`src/rtl/cic_decimator.sv`:
```
// CIC decimation filter: ORDER integrators at the input rate, ORDER combs at the
// decimated rate, then a saturating gain-compensation shift down to width_out.
module cic_decimator #(
   parameter int ORDER     = 3,
   parameter int M_MAX     = 250,
   parameter int width_in  = 2,
   parameter int width_out = 16,
   localparam int W    = width_in + ORDER*$clog2(M_MAX),
   localparam int RW   = $clog2(M_MAX+1),
   localparam int SMAX = ORDER*$clog2(M_MAX),
   localparam int SW   = $clog2(SMAX+1)
) (
   input  logic                        clk,
   input  logic                        reset,
   input  logic [RW-1:0]               ratio,
   input  logic [SW-1:0]               shift,
   input  logic                        in_valid,
   input  logic signed [width_in-1:0]  in,
   output logic                        out_valid,
   output logic signed [width_out-1:0] out,
   output logic                        sat
);

   localparam int VW = W + SMAX;

   function automatic logic [RW-1:0] clamp_ratio(input logic [RW-1:0] r);
      logic [RW-1:0] res;
      res = r;
      if (r <= RW'(1))
         res = RW'(1);
      else if (r > RW'(M_MAX))
         res = RW'(M_MAX);
      return res;
   endfunction

   function automatic logic [SW-1:0] clamp_shift(input logic [SW-1:0] s);
      logic [SW-1:0] res;
      res = s;
      if (s > SW'(SMAX))
         res = SW'(SMAX);
      return res;
   endfunction

   // Returns {sat_flag, out_sample}; the shift is clamped upstream so VW bits never overflow.
   function automatic logic [width_out:0] scale_sat(input logic signed [W-1:0] x,
                                                    input logic [SW-1:0] sh);
      logic signed [VW-1:0] v;
      logic signed [W-1:0]  c;
      logic                 f;
      v = {{SMAX{x[W-1]}}, x};
      v = v <<< sh;
      if (v[VW-1:W-1] == '0 || v[VW-1:W-1] == '1) begin
         c = v[W-1:0];
         f = 1'b0;
      end else if (v[VW-1]) begin
         c = {1'b1, {(W-1){1'b0}}};
         f = 1'b1;
      end else begin
         c = {1'b0, {(W-1){1'b1}}};
         f = 1'b1;
      end
      return {f, width_out'(c >>> (W - width_out))};
   endfunction

   logic                load_first;
   logic [RW-1:0]       cnt;
   logic [RW-1:0]       r_q;
   logic [SW-1:0]       s_q;
   logic [RW-1:0]       r_eff;
   logic [SW-1:0]       s_eff;
   logic                dec_evt;

   logic signed [W-1:0] in_ext;
   logic signed [W-1:0] acc;
   logic signed [W-1:0] integ_p0 [ORDER];
   logic signed [W-1:0] integ_nx [ORDER];
   logic                vld_p0;
   logic [SW-1:0]       sh_p0;

   logic signed [W-1:0] comb_p1 [ORDER];
   logic signed [W-1:0] prev_p1 [ORDER];
   logic                vld_p1  [ORDER];
   logic [SW-1:0]       sh_p1   [ORDER];
   logic signed [W-1:0] cin     [ORDER];
   logic                cvld    [ORDER];
   logic [SW-1:0]       csh     [ORDER];

   // Right after reset the ports are used directly so the very first frame already
   // runs at the requested ratio (ratio 1 must fire on the first accepted sample).
   always_comb begin
      r_eff   = load_first ? clamp_ratio(ratio) : r_q;
      s_eff   = load_first ? clamp_shift(shift) : s_q;
      dec_evt = in_valid && (cnt >= r_eff - RW'(1));
      in_ext  = {{(W-width_in){in[width_in-1]}}, in};
      acc     = in_ext;
      for (int k = 0; k < ORDER; k++) begin
         acc         = integ_p0[k] + acc;
         integ_nx[k] = acc;
      end
   end

   // Stage p0: integrators, sample counter and per-frame ratio/shift latch
   always_ff @(posedge clk) begin
      if (reset) begin
         load_first <= 1'b1;
         cnt        <= '0;
         r_q        <= RW'(M_MAX);
         s_q        <= '0;
         vld_p0     <= 1'b0;
         sh_p0      <= '0;
         for (int k = 0; k < ORDER; k++)
            integ_p0[k] <= '0;
      end else begin
         load_first <= 1'b0;
         vld_p0     <= dec_evt;
         if (load_first) begin
            r_q <= r_eff;
            s_q <= s_eff;
         end
         if (in_valid) begin
            for (int k = 0; k < ORDER; k++)
               integ_p0[k] <= integ_nx[k];
            if (dec_evt) begin
               cnt   <= '0;
               r_q   <= clamp_ratio(ratio);
               s_q   <= clamp_shift(shift);
               sh_p0 <= s_eff;
            end else begin
               cnt <= cnt + RW'(1);
            end
         end
      end
   end

   always_comb begin
      cin[0]  = integ_p0[ORDER-1];
      cvld[0] = vld_p0;
      csh[0]  = sh_p0;
      for (int k = 1; k < ORDER; k++) begin
         cin[k]  = comb_p1[k-1];
         cvld[k] = vld_p1[k-1];
         csh[k]  = sh_p1[k-1];
      end
   end

   // Stage p1: comb chain, one differencing stage per cycle
   always_ff @(posedge clk) begin
      if (reset) begin
         for (int k = 0; k < ORDER; k++) begin
            vld_p1[k]  <= 1'b0;
            comb_p1[k] <= '0;
            prev_p1[k] <= '0;
            sh_p1[k]   <= '0;
         end
      end else begin
         for (int k = 0; k < ORDER; k++) begin
            vld_p1[k] <= cvld[k];
            if (cvld[k]) begin
               comb_p1[k] <= cin[k] - prev_p1[k];
               prev_p1[k] <= cin[k];
               sh_p1[k]   <= csh[k];
            end
         end
      end
   end

   // Stage p2: gain shift, saturation and truncation to the output width
   always_ff @(posedge clk) begin
      if (reset) begin
         out_valid <= 1'b0;
         out       <= '0;
         sat       <= 1'b0;
      end else begin
         out_valid <= vld_p1[ORDER-1];
         if (vld_p1[ORDER-1])
            {sat, out} <= scale_sat(comb_p1[ORDER-1], sh_p1[ORDER-1]);
      end
   end

endmodule

```
`config.mk`:
```
export PLATFORM = sky130hd
export DESIGN_NAME = cic_decimator
export DESIGN_NICKNAME = d
export VERILOG_FILES = /design/src/rtl/cic_decimator.sv
export SDC_FILE = /design/constraint.sdc
export NUM_CORES = 1
export LEC_CHECK = 0
export BUFFER_PORTS_ARGS = -buffer_cell sky130_fd_sc_hd__buf_2
export CAP_MARGIN = 20
export CORE_MARGIN = 5
export CORE_UTILIZATION = 39
export DETAILED_ROUTE_END_ITERATION = 10
export SLEW_MARGIN = 20
export SYNTH_ARGS = -nofsm -noshare
export SYNTH_HDL_FRONTEND = slang
export SYNTH_SLANG_ARGS = --single-unit
```
`constraint.sdc`:
```
create_clock -name clk -period 6.2 [get_ports clk]
set_input_delay 0.62 -clock clk [delete_from_list [all_inputs] [get_ports clk]]
set_output_delay 0.62 -clock clk [all_outputs]
set_load 0.005 [all_outputs]
```
## Word-level counts from Yosys, hierarchy flattened

Memories as Yosys holds them, arrays and structs flattened.
Index checks and enable logic that the tools add are counted.

| operators by class | value |
|---|---|
| muxes and demuxes | 45 |
| eq/ne operators | 1 |
| bitwise logic cells | 15 |
| $add $sub $neg | 8 |
| magnitude comparators | 4 |
| shifts and indexed selects | 1 |
| reduce and logical (&&, ||, !) cells | 4 |

Operators with widths:

| cell | count |
|---|---|
| 26-bit 2-to-1 mux | 11 |
| 26-bit subtractor | 3 |
| 8-bit 2-to-1 mux | 7 |
| 26-bit adder | 2 |
| 26-bit by 5-bit <<< shifter with 50-bit output | 1 |
| 5-bit 2-to-1 mux | 8 |
| 26-bit by 2-bit adder with 26-bit output | 1 |
| 25-bit equality test, second input constant | 1 |
| 25-bit zero test | 1 |
| 1-bit 2-to-1 mux | 19 |
| 1-bit OR | 15 |
| 8-bit by 1-bit adder with 8-bit output, second input constant | 1 |
| 8-bit greater-or-equal comparator | 1 |
| 8-bit greater-than comparator, second input constant | 1 |
| 8-bit by 1-bit <= comparator with 1-bit output, second input constant | 1 |
| 8-bit by 1-bit subtractor with 8-bit output, second input constant | 1 |
| 5-bit greater-than comparator, second input constant | 1 |
| 2-bit AND reduction | 1 |
| 1-bit logical AND | 1 |
| 1-bit logical OR | 1 |

| storage, ports and cells | value |
|---|---|
| output and inout bits | 18 |
| memories kept | 5 |
| bits of input ports | 18 |
| RAM bits | 252 |
| bits in registers | 46 |
| word-level logic and storage cells | 92 |

Memory list:

| memory | depth | width | read ports | clocked after memory_dff | write ports | RTL line | text |
|---|---|---|---|---|---|---|---|
| comb_p1 | 3 | 26 | 3 | 0 | 3 | 80 | `logic signed [W-1:0] comb_p1 [ORDER];` |
| integ_p0 | 3 | 26 | 3 | 0 | 3 | 75 | `logic signed [W-1:0] integ_p0 [ORDER];` |
| prev_p1 | 3 | 26 | 3 | 0 | 3 | 81 | `logic signed [W-1:0] prev_p1 [ORDER];` |
| sh_p1 | 3 | 5 | 3 | 0 | 3 | 83 | `logic [SW-1:0] sh_p1 [ORDER];` |
| vld_p1 | 3 | 1 | 3 | 0 | 3 | 82 | `logic vld_p1 [ORDER];` |

## Depth between registers and ports, before layout

| depth | value |
|---|---|
| word-level depth | 9 |
| depth in mapped cells | 29 |
| gate-level depth less buffers | 29 |

## Least setup slack after synthesis

No wires, ideal clock.

| timing | value |
|---|---|
| path type | input to register |
| from | in in[0] |
| to | mem integ_p0[0][77] (netlist bit) (data pin) |
| path slack | 0.502 ns |
| data required time | 5.937 ns |
| path buffers | 0 |
| stages on the path | 27 |
| arrival | 5.435 ns |
| setup time | 0.263 ns |
| path through | ha_1 > fa_1 > a21o_1 > a21oi_1 > o21ba_2 > o211ai_1 > and3_1 > o21ai_0 > nand2b_1 > xor2_1 > ha_1 > or3_1 > o211ai_1 > o211a_1 > a21boi_0 > ha_1 > a21oi_1 > nor2b_1 > o21ai_0 > nand2_1 > a21o_1 > a21oi_1 > o31ai_1 > a41oi_1 > mux2i_1 > a21o_1 > mux2i_1 |

RTL lines:

| what | RTL line | text |
|---|---|---|
| start, declared | 18 | `input logic signed [width_in-1:0] in,` |
| end, declared | 75 |  |

==> impl_results.md <==
* Status: complete, no violations
* Synthesized area at 20500 um^2
* Worst path bufs/invs at 1
* Share of cells above drive strength 1 at 0.0919
* Crit path capture: integ_p0[0][77]$_SDFFCE_PN0P_
* Levels on crit path at 28
* Most used cell, CP: a21o_1
* # rows at 84
* Max-cap check violation count at 0
* Vias per inst at 5.29
* Hold Crit Class: in2reg
* Critical path fanouts, max at 5
* Yosys top cell by area: edfxtp_1
* CTS tree: yes
* Slew Limit Headroom at 0.381
* Largest cells by area after synthesis: edfxtp_1, ha_1, dfxtp_1
* Leak at 9.55 nW
* Final Wtd Congestion at 0.908
* Reg2reg path depth at 28
* Grt ovf at 0
* Register area share after synthesis at 0.413
* Pre-antenna DRT Iters at 6
* WL/cell at 14.6 um
* Post-synth net total at 2242
* Worst skew pair latency at 0.55 ns
* RSZ-0062 raised after global routing: false
* Initial core utilization at 0.392
* Critical Path RT at 6.48 ns
* Worst Setup Path Type: reg2reg
* Crit. End Element: register
* Die height at 239 um
* ANT cells at 0
* Ys flop type: edfxtp_1
* Layout area overhead at 11.1%
* Largest delay share family, worst path: compound AO/OA/AOI/OAI gates
* Period utilization at 0.935
* Worst-path clk slew at 0.06 ns
* Dominant cell by count in the synthesized netlist: edfxtp_1
* Highest clock rate at 172 MHz
* First-pass GRT wire length at 69.8 mm
* Reg-to-reg critical path endpoint: integ_p0[0][77]$_SDFFCE_PN0P_
* Synth top cells by count: edfxtp_1, nor2_1, ha_1
* R2r startpoint: integ_p0[0][0]$_SDFFCE_PN0P_
* Vias after detailed routing at 14852
* Tmin final at 5.80 ns
* Reg2Reg Setup Slack at 0.40 ns
* Post-synth EDFFs at 249
* Critical Path Source Type: register
* Clock buffer depth at 3
* Least-Margin Pin Slew at 0.928 ns
* Number of cells produced by synthesis at 2054
* Share of async-settable or async-resettable flops after synthesis at 0
* Largest net degree at the start of global routing at 79
* Synth warn at 0
* DR iter-0 viols at 734
* DRT antenna net count at 0
* Final setup vio count at 0
* Total GRT Usage at 0.143
* Yosys cell types at 80
* FF+latch count, synth at 298
* Worst path slowest cell: fa_1
* Clock sinks at 298
* Total negative slack at 0 ns
* I/O pins at 36
* Hold Buf Count CTS at 0
* FF/Latch Area at 8460 um^2
* Multi-input gate area in the final layout at 11200 um^2
* IO buf count at 35
* Max Slew Vio Count at 0
* Net count, final at 2282
* Top-area cell type share of the netlist area at 0.365
* Core footprint at 52200 um^2
* Syn_area_per_cell at 9.96 um^2
* Setup Skew at 0.0255 ns
* Clock Root Buffer: clkbuf_16
* Dpl cell area at 21500 um^2
* DP Wirelength at 29.1 mm
* Fillers at 4912
* Peak VDD IR at 0.274 mV
* Die Width at 239 um
* Final instance area at 22700 um^2
* Num CTS Buffers at 36
* CP peak stage delay at 0.41 ns
* Critical path launch point: integ_p0[0][0]$_SDFFCE_PN0P_
* Die area at 57100 um^2
* Post-route DRC at 0
* Initial antenna violation count at 0
* Crit path DAT at 6.07 ns
* Post-Route WL at 41.0 mm
* Power Density at 358 nW/um^2
* H-tree Lvls at 2
* Vias in the first global route at 14684
* Hold Vio Cnt, Final at 0
[registers in the layout (all words and copies together), names as in the netlist, 3 cells and up]
signal	flops
comb_p1	78
integ_p0	78
prev_p1	78
out	16
sh_p1	15
cnt	8
r_q	8
s_q	5
sh_p0	5
vld_p1	3
[stage by stage]
| stage | util | setup slack (ns) | total power [mW] | instances | hold slack [ns] |
|---|---|---|---|---|---|
| after floorplan | - | 0.502 | 5.18 | 2054 | 0.427 |
| final | 0.435 | 0.402 | 8.14 | 2809 | 0.360 |
| after detailed placement | 0.411 | -0.0909 | 5.94 | 2743 | 0.439 |
| after global placement | 0.411 | 0.0897 | 5.83 | 2743 | 0.433 |
| after CTS | 0.434 | 0.247 | 8.17 | 2808 | 0.320 |
| after global routing | 0.435 | 0.000984 | 8.77 | 2809 | 0.353 |
[worst min path at each step]
stage                      start                 to  cells after the start
2_1_floorplan  s_q[1]$_SDFF_PP0_  s_q[1]$_SDFF_PP0_                      2
3_3_place_gp   s_q[1]$_SDFF_PP0_  s_q[1]$_SDFF_PP0_                      2
3_5_place_dp   s_q[1]$_SDFF_PP0_  s_q[1]$_SDFF_PP0_                      2
4_1_cts                 shift[4]  s_q[4]$_SDFF_PP0_                      3
5_1_grt                 shift[4]  s_q[4]$_SDFF_PP0_                      3
6_report                shift[4]  s_q[4]$_SDFF_PP0_                      3
[worst reg2reg max path, delay by kind of cell (launching register included)]
kind                     cells  cell delay [ns]
AO/OA/AOI/OAI               13             2.48
adder cells (fa/ha/maj)      4             1.24
AND/OR/NAND/NOR              7             0.72
multiplexers                 3             0.57
flip-flops                   1             0.37
buffers and inverters        1             0.14
[kinds of logic after synthesis]
family          synth area share
flops                      0.413
buf+inv                   0.0404
simple gates               0.170
compound gates             0.151
xor+xnor                  0.0552
fa+ha+maj                  0.106
mux                       0.0643
[layout make-up]
class                           instances  share of cell area
Clock buffer                           43              0.0440
Tap cell                              688              0.0379
Sequential cell                       298               0.372
Clock inverter                         22              0.0101
Inverter                              130              0.0215
Timing Repair Buffer                   74              0.0209
Multi-Input combinational cell       1554               0.494
[placed cells by master (no fill, tap or decap), drive strengths merged, types with 13 or more instances in the layout]
cell / synthesis / layout
a211oi: 30 / 30
a21o: 58 / 58
a21oi: 129 / 129
a221o: 14 / 14
a31oi: 17 / 17
and2: 147 / 147
and3: 17 / 17
buf: 28 / 74
clkbuf: 44 / 43
clkinv: 1 / 15
dfxtp: 49 / 49
edfxtp: 249 / 249
ha: 164 / 164
inv: 129 / 131
mux2: 15 / 15
mux2i: 50 / 50
mux4: 26 / 26
nand2: 117 / 117
nand2b: 22 / 22
nand3: 48 / 48
nor2: 208 / 208
nor2b: 32 / 32
nor3: 58 / 58
o21a: 16 / 16
o21ai: 78 / 78
o21bai: 15 / 15
or3: 13 / 13
xnor2: 70 / 70
xor2: 59 / 59
[power by group]
| part | switching [mW] | total [mW] | internal [mW] |
|---|---|---|---|
| clock network | 0.848 | 2.17 | 1.32 |
| logic | 1.88 | 3.44 | 1.56 |
| registers | 0.126 | 2.53 | 2.40 |
| total | 2.85 | 8.14 | 5.29 |
[layer usage]
| metal | share of wire | vias up | routed length (um) | track usage |
|---|---|---|---|---|
| li1 | - | 7578 | - | - |
| met4 | 0.032 | 0 | 1300 | 0.0515 |
| met1 | 0.44 | 6975 | 18100 | 0.175 |
| met5 | 0 | - | 0 | 0 |
| met3 | 0.029 | 81 | 1210 | 0.0204 |
| met2 | 0.50 | 218 | 20300 | 0.258 |
[timing repair]
item | in CTS | in global routing
resized for setup | 0 | 10
buffers inserted | 0 | 0
setup endpoints to repair | 0 | 3
Note: power is estimated with default switching activity, not from simulation.
